File: src/rtl/dp_mem_responder.sv
// -----------------------------------------------------------------------------
// dp_mem_responder
//
// Memory-side responder for the datapath request interface. Instruction fetches
// and data loads/stores from the datapath are serialized onto one single-port
// RAM with a ready handshake. Data requests win over fetches. Each completed
// access returns a one-cycle hit pulse (ihit / dhit).
//
// Ports:
//   CLK, nRST             clock; synchronous active-low reset
//   halt                  blocks acceptance of new instruction fetches
//   imemREN, imemaddr     fetch request / address
//   ihit, imemload        fetch done pulse / fetched word (held between hits)
//   dmemREN, dmemWEN      data load / store request
//   dmemaddr, dmemstore   data address / store data
//   dhit, dmemload        data done pulse / loaded word (held between hits)
//   ramREN, ramWEN        RAM read / write strobes
//   ramaddr, ramstore     RAM word address (bits [1:0] = 0) / write data
//   ramload, ramready     RAM read data / access complete this cycle
//   mem_err               sticky error flag (RAM timeout or REN+WEN together)
//
// Parameters:
//   ADDR_W   address width
//   DATA_W   data word width
//   TIMEOUT  max strobe cycles per access before giving up; 0 = no watchdog
//
// Optional feature (macro DP_MEM_ILAST_BUF_EN):
//   One-entry buffer of the last fetched address/instruction. A fetch that
//   matches a valid entry is answered from the buffer without a RAM access.
// -----------------------------------------------------------------------------
module dp_mem_responder #(
  parameter int ADDR_W  = 32,
  parameter int DATA_W  = 32,
  parameter int TIMEOUT = 255
) (
  input  logic              CLK,
  input  logic              nRST,
  input  logic              halt,
  input  logic              imemREN,
  input  logic [ADDR_W-1:0] imemaddr,
  output logic              ihit,
  output logic [DATA_W-1:0] imemload,
  input  logic              dmemREN,
  input  logic              dmemWEN,
  input  logic [ADDR_W-1:0] dmemaddr,
  input  logic [DATA_W-1:0] dmemstore,
  output logic              dhit,
  output logic [DATA_W-1:0] dmemload,
  output logic              ramREN,
  output logic              ramWEN,
  output logic [ADDR_W-1:0] ramaddr,
  output logic [DATA_W-1:0] ramstore,
  input  logic [DATA_W-1:0] ramload,
  input  logic              ramready,
  output logic              mem_err
);

  localparam int CNT_W = (TIMEOUT > 1) ? $clog2(TIMEOUT + 1) : 1;
  // Last count value of an access before the watchdog fires; the counter
  // starts at 0 on the first strobe cycle, so TIMEOUT strobe cycles elapse.
  localparam logic [CNT_W-1:0] CNT_LAST = (TIMEOUT > 0) ? CNT_W'(TIMEOUT - 1) : '0;

  typedef enum logic [2:0] {
    IDLE    = 3'd0,
    IFETCH  = 3'd1,
    DACCESS = 3'd2,
    IRESP   = 3'd3,
    DRESP   = 3'd4
  } state_t;

  state_t              state_q, state_d;
  logic [ADDR_W-3:0]   word_q, word_d;       // latched word address
  logic [DATA_W-1:0]   wdata_q, wdata_d;     // latched store data
  logic                write_q, write_d;     // latched access is a store
  logic [CNT_W-1:0]    cnt_q, cnt_d;         // watchdog
  logic [DATA_W-1:0]   imemload_q, imemload_d;
  logic [DATA_W-1:0]   dmemload_q, dmemload_d;
  logic                err_q, err_d;

  // Byte-offset bits of the request addresses are irrelevant: the RAM is
  // word addressed.
  logic unused_addr_bits;
  assign unused_addr_bits = ^{imemaddr[1:0], dmemaddr[1:0]};

  logic watchdog_fire;
  assign watchdog_fire = (TIMEOUT != 0) && (cnt_q == CNT_LAST);

`ifdef DP_MEM_ILAST_BUF_EN
  logic                ibuf_valid_q, ibuf_valid_d;
  logic [ADDR_W-3:0]   ibuf_word_q, ibuf_word_d;
  logic [DATA_W-1:0]   ibuf_data_q, ibuf_data_d;
  logic                ibuf_match;
  assign ibuf_match = ibuf_valid_q && (ibuf_word_q == imemaddr[ADDR_W-1:2]);
`endif

  always_comb begin
    state_d    = state_q;
    word_d     = word_q;
    wdata_d    = wdata_q;
    write_d    = write_q;
    cnt_d      = cnt_q;
    imemload_d = imemload_q;
    dmemload_d = dmemload_q;
    err_d      = err_q;
`ifdef DP_MEM_ILAST_BUF_EN
    ibuf_valid_d = ibuf_valid_q;
    ibuf_word_d  = ibuf_word_q;
    ibuf_data_d  = ibuf_data_q;
`endif

    case (state_q)
      IDLE: begin
        cnt_d = '0;
        if (dmemREN || dmemWEN) begin
          state_d = DACCESS;
          word_d  = dmemaddr[ADDR_W-1:2];
          wdata_d = dmemstore;
          write_d = dmemWEN;
          // Ambiguous request: executed as a store but flagged.
          if (dmemREN && dmemWEN) begin
            err_d = 1'b1;
          end
`ifdef DP_MEM_ILAST_BUF_EN
          // Drop a buffered instruction that this store is about to overwrite.
          if (dmemWEN && ibuf_valid_q && (ibuf_word_q == dmemaddr[ADDR_W-1:2])) begin
            ibuf_valid_d = 1'b0;
          end
`endif
        end else if (imemREN && !halt) begin
          word_d  = imemaddr[ADDR_W-1:2];
          write_d = 1'b0;
`ifdef DP_MEM_ILAST_BUF_EN
          if (ibuf_match) begin
            state_d    = IRESP;
            imemload_d = ibuf_data_q;
          end else begin
            state_d = IFETCH;
          end
`else
          state_d = IFETCH;
`endif
        end
      end

      IFETCH: begin
        if (ramready) begin
          state_d    = IRESP;
          imemload_d = ramload;
`ifdef DP_MEM_ILAST_BUF_EN
          ibuf_valid_d = 1'b1;
          ibuf_word_d  = word_q;
          ibuf_data_d  = ramload;
`endif
        end else if (watchdog_fire) begin
          state_d    = IRESP;
          imemload_d = '0;
          err_d      = 1'b1;
        end else begin
          cnt_d = cnt_q + 1'b1;
        end
      end

      DACCESS: begin
        if (ramready) begin
          state_d = DRESP;
          if (!write_q) begin
            dmemload_d = ramload;
          end
        end else if (watchdog_fire) begin
          state_d    = DRESP;
          dmemload_d = '0;
          err_d      = 1'b1;
        end else begin
          cnt_d = cnt_q + 1'b1;
        end
      end

      IRESP, DRESP: begin
        state_d = IDLE;
      end

      default: begin
        state_d = IDLE;
      end
    endcase
  end

  always_ff @(posedge CLK) begin
    if (!nRST) begin
      state_q    <= IDLE;
      word_q     <= '0;
      wdata_q    <= '0;
      write_q    <= 1'b0;
      cnt_q      <= '0;
      imemload_q <= '0;
      dmemload_q <= '0;
      err_q      <= 1'b0;
    end else begin
      state_q    <= state_d;
      word_q     <= word_d;
      wdata_q    <= wdata_d;
      write_q    <= write_d;
      cnt_q      <= cnt_d;
      imemload_q <= imemload_d;
      dmemload_q <= dmemload_d;
      err_q      <= err_d;
    end
  end

`ifdef DP_MEM_ILAST_BUF_EN
  always_ff @(posedge CLK) begin
    if (!nRST) begin
      ibuf_valid_q <= 1'b0;
      ibuf_word_q  <= '0;
      ibuf_data_q  <= '0;
    end else begin
      ibuf_valid_q <= ibuf_valid_d;
      ibuf_word_q  <= ibuf_word_d;
      ibuf_data_q  <= ibuf_data_d;
    end
  end
`endif

  // Strobes and hits are decoded from the registered state, so they change
  // only on clock edges and are low in IDLE and the response states.
  assign ramREN   = (state_q == IFETCH) || ((state_q == DACCESS) && !write_q);
  assign ramWEN   = (state_q == DACCESS) && write_q;
  assign ramaddr  = {word_q, 2'b00};
  assign ramstore = wdata_q;
  assign ihit     = (state_q == IRESP);
  assign dhit     = (state_q == DRESP);
  assign imemload = imemload_q;
  assign dmemload = dmemload_q;
  assign mem_err  = err_q;

endmodule

File: config.mk
export PLATFORM = sky130hd
export DESIGN_NAME = dp_mem_responder
export DESIGN_NICKNAME = d
export VERILOG_FILES = /design/src/rtl/dp_mem_responder.sv
export SDC_FILE = /design/constraint.sdc
export NUM_CORES = 1
export LEC_CHECK = 0
export BUFFER_PORTS_ARGS = -buffer_cell sky130_fd_sc_hd__buf_2
export CAP_MARGIN = 20
export CORE_UTILIZATION = 49
export DETAILED_ROUTE_END_ITERATION = 12
export PLACE_DENSITY = 0.85
export RECOVER_POWER = 50
export REMOVE_ABC_BUFFERS = 1
export SKIP_CTS_REPAIR_TIMING = 1
export SYNTH_ARGS = -nofsm -noshare
export SYNTH_HDL_FRONTEND = slang
export SYNTH_SLANG_ARGS = --single-unit
File: constraint.sdc
create_clock -name CLK -period 3.1 [get_ports CLK]
set_input_delay 0.31 -clock CLK [delete_from_list [all_inputs] [get_ports CLK]]
set_output_delay 0.31 -clock CLK [all_outputs]
set_load 0.01 [all_outputs]
---- After elaboration in Yosys (flattened, before gate mapping) ----
Cells that the tools add are included.
storage, ports and cells
  flip-flop bits (word level) ............. 139
  word-level logic and storage cells ...... 66
cells by class
  add/subtract/negate cells ............... 1
  equal/unequal tests ..................... 14
  mux-type cells .......................... 23
  reductions and logical operators ........ 20
operator list
  operator                                       count
  2-to-1 mux 32 bit                              4
  2-to-1 mux 30 bit                              2
  2-to-1 mux 3 bit                               6
  2-to-1 mux 8 bit                               2
  case mux 8 bit (2 select lines)                1
  != test 2 bit, second input constant           5
  != test 3 bit, second input constant           3
  case mux 3 bit (3 select lines)                1
  AND reduction 3 bit                            3
  adder 8 x 1 -> 8 bit, second input constant    1
  == test 8 bit, second input constant           1
  == test 3 x 2 -> 1 bit, second input constant  2
  2-to-1 mux 1 bit                               6
  AND reduction 2 bit                            3
  nonzero test 2 bit                             3
  AND reduction 5 bit                            1
  logical AND 1 bit                              4
  == test 3 x 1 -> 1 bit, second input constant  1
  == test 3 bit, second input constant           1
  zero test 3 bit                                1
  zero test 1 bit                                2
  logical OR 1 bit                               2
  != test 2 x 1 -> 1 bit, second input constant  1
  case mux 1 bit (2 select lines)                1
  OR reduction 2 bit                             1

---- Logic depth before layout (Yosys ltp) ----
  depth after elaboration ................. 5
  gate-level depth with buffers ........... 7
  gate-level depth less buffers ........... 5

---- Worst setup path after synthesis ----
No wires, ideal clock.
  path type ............................... reg2reg
  start ................................... reg cnt_q[0]
  end ..................................... reg cnt_q[6]
  library setup time ...................... 0.079 ns
  arrival time ............................ 1.497 ns
  data required time ...................... 3.021 ns
  slack ................................... 1.524 ns
  cell stages (with the launch flop) ...... 6
  path buffers ............................ 0
  period minus slack after synthesis ...... 1.576 ns
  path through ............................ dfxtp_1 > inv_1 > ha_1 > a41o_2 > or4_1 > o211ai_1
between the ends
  longest elaborated chain between the ends .. 4
  elaborated cells on any way between the ends .. 7
ends and longest elaborated chain
  element                          RTL line  text
  start: declaration               75        logic [CNT_W-1:0] cnt_q, cnt_d;
  start signal: assignment         203       cnt_q <= cnt_d;
  adder 8 x 1 -> 8 bit             159, 174
  2-to-1 mux 8 bit                 154, 169
  2-to-1 mux 8 bit                 146       if (ramready) begin
  case mux 8 bit (2 select lines)  111       case (state_q)
Several ways; a longest one is shown, not always the timed one. The select of a mux whose other input is x is not followed.
A chain may end at the register's enable or synchronous reset.

---- Final worst setup path ----
  start ................................... reg state_q[2]
  end ..................................... reg word_q[19]
between the ends
  longest elaborated chain between the ends .. 2
ends and longest elaborated chain
  element                        RTL line  text
  start: declaration             71        state_t state_q, state_d;
  start signal: assignment       199       state_q <= state_d;
  zero test 3 bit                111
  AND reduction 2 bit (no line)  n/a
  end signal: assignment         200       word_q <= word_d;
  end: declaration               72        logic [ADDR_W-3:0] word_q, word_d;
Every way passes these cells.

==> reports/results.tsv <==
stage	metric	value	unit
status	status	finished, final reports clean	
die	# IOs	268	
clock_tree	H-tree Lvls	4	
detailed_routing	drt drc	0	
finish	fraction of layout cells with a size suffix above 1	21.4	%
power	Lkg Pwr	2.89	nW
power	sequential share of power	42.3	%
setup_path	critical path launch point type	flip-flop	
global_routing	vias in the first global route	4804	
power	Worst VDD drop	410	uV
setup_path	reg-to-reg critical path endpoint	word_q[19]$_SDFFE_PN0P_	
finish	Fill cells	990	
global_routing	initial antenna violation count	1	
die	# rows	38	
clock_tree	Inserted Clock Buffers	17	
setup_path	R2R depth	5	
detailed_routing	Post-Route WL	15200	um
setup_path	WS Path Type	flip-flop to flip-flop	
yosys	Post-synth EDFFs	0	
detailed_routing	drt via density	5.47	
clock_tree	CTS root buffer	clkbuf_8	
placement	placed cell area	6750	sq um
global_routing	gr ovfl total	0	
timing	Final setup viols	0	
timing	setup_tns	0	ns
yosys	Synth Register Bits	139	
setup_path	Crit Path Max Fanout	32	
die	die area	11500	sq um
global_routing	largest net degree at the start of global routing	64	
setup_path	crit path DAT	2.52	ns
timing	Tightest Pin Transition	0.939	ns
die	Die Ht	107	um
timing	unrepaired setup endpoints after global routing	false	
power	P_sw	1.33	mW
yosys	Mapped Cells	633	
detailed_routing	ANT nets after route	0	
detailed_routing	routed length per placed instance	14.9	um
detailed_routing	1st-pass router iterations	6	
timing	Max Fclk	467	MHz
finish	post-layout util	66.5	%
yosys	Distinct cells, synth	49	
min_path	hold path depth	3	
timing	Slew Limit Fails	0	
clock_tree	Bufs on Longest Clock Path	2	
min_path	Tightest Hold Check Type	primary input to flip-flop	
timing	skew final	0.00840	ns
setup_path	crit end category	flip-flop	
timing	Final Cycle Share	69.0	%
clock_tree	CTS tree	yes	
global_routing	Total GRT Usage	25.0	%
die	CORE AREA	10800	sq um
yosys	ys flop type	dfxtp_1	
placement	HPWL after DPL	10100	um
timing	fin worst setup slack	0.961	ns
setup_path	CP startpoint	state_q[2]$_SDFFE_PN0P_	
yosys	Syn Area/Cell	8.57	sq um
clock_tree	clk_lat worst skew	0.50	ns
setup_path	FF-to-FF setup slack	0.96	ns
placement	DP Worst Slack	0.902	ns
power	clock power share	43.2	%
finish	nets	999	
finish	Synth-to-Final Area Change	32.3	%
detailed_routing	initial drt markers	468	
clock_tree	Worst-path clk slew	0.07	ns
yosys	Mapped Area	5430	sq um
global_routing	first-pass GRT wire length	23000	um
die	Chip Width	107	um
min_path	Hold Startpoint	dmemstore[24]	
placement	# port buffers	261	
min_path	WHS Endpoint	ramstore[24]$_SDFFE_PN0P_	
setup_path	reg-to-reg startpoint	state_q[2]$_SDFFE_PN0P_	
die	initial core utilization	50.3	%
power	internal power	3.33	mW
finish	commonest non-fill, non-tap cell in the layout	dfxtp_1	
timing	Fin. Hold Viols	0	
yosys	Synthesis Warnings	0	
power	pwr/cell area	650	nW/um^2
yosys	ys async rst share	0	%
finish	Final Instance Area	7180	sq um
placement	GP Congestion	0.836	
clock_tree	CTS sink count	139	
run	Max-Cap Viols	0	
yosys	post-synthesis sequential area ratio	51.3	%
timing	Slew HR	37.2	%
detailed_routing	total number of vias	5554	
finish	commonest cells after routing, fill and taps aside	dfxtp_1 (139), nand2_1 (133), buf_2 (133)	
power	power consumption	4.67	mW
power	Net Sw Frac	28.6	%
setup_path	Critical Path RT	3.49	ns
power	Combinational Power Share	14.5	%
timing	Final min period	2.14	ns
flip-flops by register name, summed over array words and instances, names as in the netlist:
register,flops
write_q,1
state_q,3
mem_err,1
cnt_q,8
imemload,32
dmemload,32
ramstore,32
word_q,30
layout make-up:
type                            count  area (sq um)  share of cell area (%)
Clock inverter                     15           178                    2.47
Antenna cell                        1          2.50                  0.0349
Tap cell                          140           175                    2.44
Clock buffer                       17           414                    5.77
Timing Repair Buffer              273          1250                    17.4
Multi-Input combinational cell    427          2360                    32.9
Inverter                            4          15.0                   0.209
Sequential cell                   139          2780                    38.8
cell families after synthesis:
| logic type | Yosys count | synth area share (%) |
|---|---|---|
| AND/OR/NAND/NOR | 240 | 19.2 |
| AO/OA/AOI/OAI | 180 | 22.8 |
| flip-flops | 139 | 51.3 |
| buffers and inverters | 68 | 5.63 |
| adder cells (fa/ha/maj) | 2 | 0.461 |
| multiplexers | 2 | 0.415 |
| other | 1 | 0.0691 |
| XOR/XNOR | 1 | 0.161 |
worst max path at each step:
stage,end,cells after the start
floorplan,imemload[0]$_SDFFE_PN0P_,3
global placement,word_q[11]$_SDFFE_PN0P_,6
detailed placement,word_q[19]$_SDFFE_PN0P_,6
CTS,dmemload[29]$_SDFFE_PN0P_,4
global route,word_q[24]$_SDFFE_PN0P_,5
finish,word_q[19]$_SDFFE_PN0P_,5
stage by stage:
step | hold slack (ns) | instances
final | 0.0404 | 1016
after floorplan | 0.446 | 570
after detailed placement | 0.443 | 983
after global routing | 0.0176 | 1016
after CTS | 0.0148 | 1015
after global placement | 0.439 | 983
worst max-delay path: stages (launching register included):
cell,delay (ns)
dfxtp_1,0.43
nor3_2,0.39
o21a_2,0.57
buf_12,0.25
nor2_1,0.05
a311oi_1,0.32
synthesized netlist by cell type, types with 2 or more instances:
master	number	area [sq um]
nand2_1	133	499
buf_4	5	37.5
ha_1	2	25.0
dfxtp_1	139	2780
and3_1	6	37.5
buf_1	2	7.51
nor2_1	37	139
a32o_1	32	320
buf_2	18	90.1
inv_1	4	15.0
o21ai_0	33	165
and2_1	2	12.5
o221ai_1	2	17.5
or3_1	3	18.8
a21oi_1	70	350
nand3_1	39	195
mux2_2	2	22.5
a311oi_1	31	272
nor3_1	3	15.0
nand4_1	3	18.8
nand2b_1	2	12.5
o211ai_1	2	15.0
clkbuf_1	37	139
per-layer routing:
metal	global-route usage [%]	wire length, um	vias to the layer above
li1	-	-	2715
met1	30.0	6240	2560
met2	41.1	7370	239
met3	6.75	1100	40
met4	12.7	473	0
met5	0	0	-
power groups by stage:
stage | Sequential (mW) | Clock, mW | Combinational [mW]
6_report | 1.98 | 2.01 | 0.676
5_1_grt | 1.99 | 2.15 | 0.751
4_1_cts | 1.97 | 2.05 | 0.708
3_5_place_dp | 2.01 | 0 | 0.704
3_3_place_gp | 2.01 | 0 | 0.693
2_1_floorplan | 2.07 | 0 | 0.308
(Power assumes the default switching activity.)
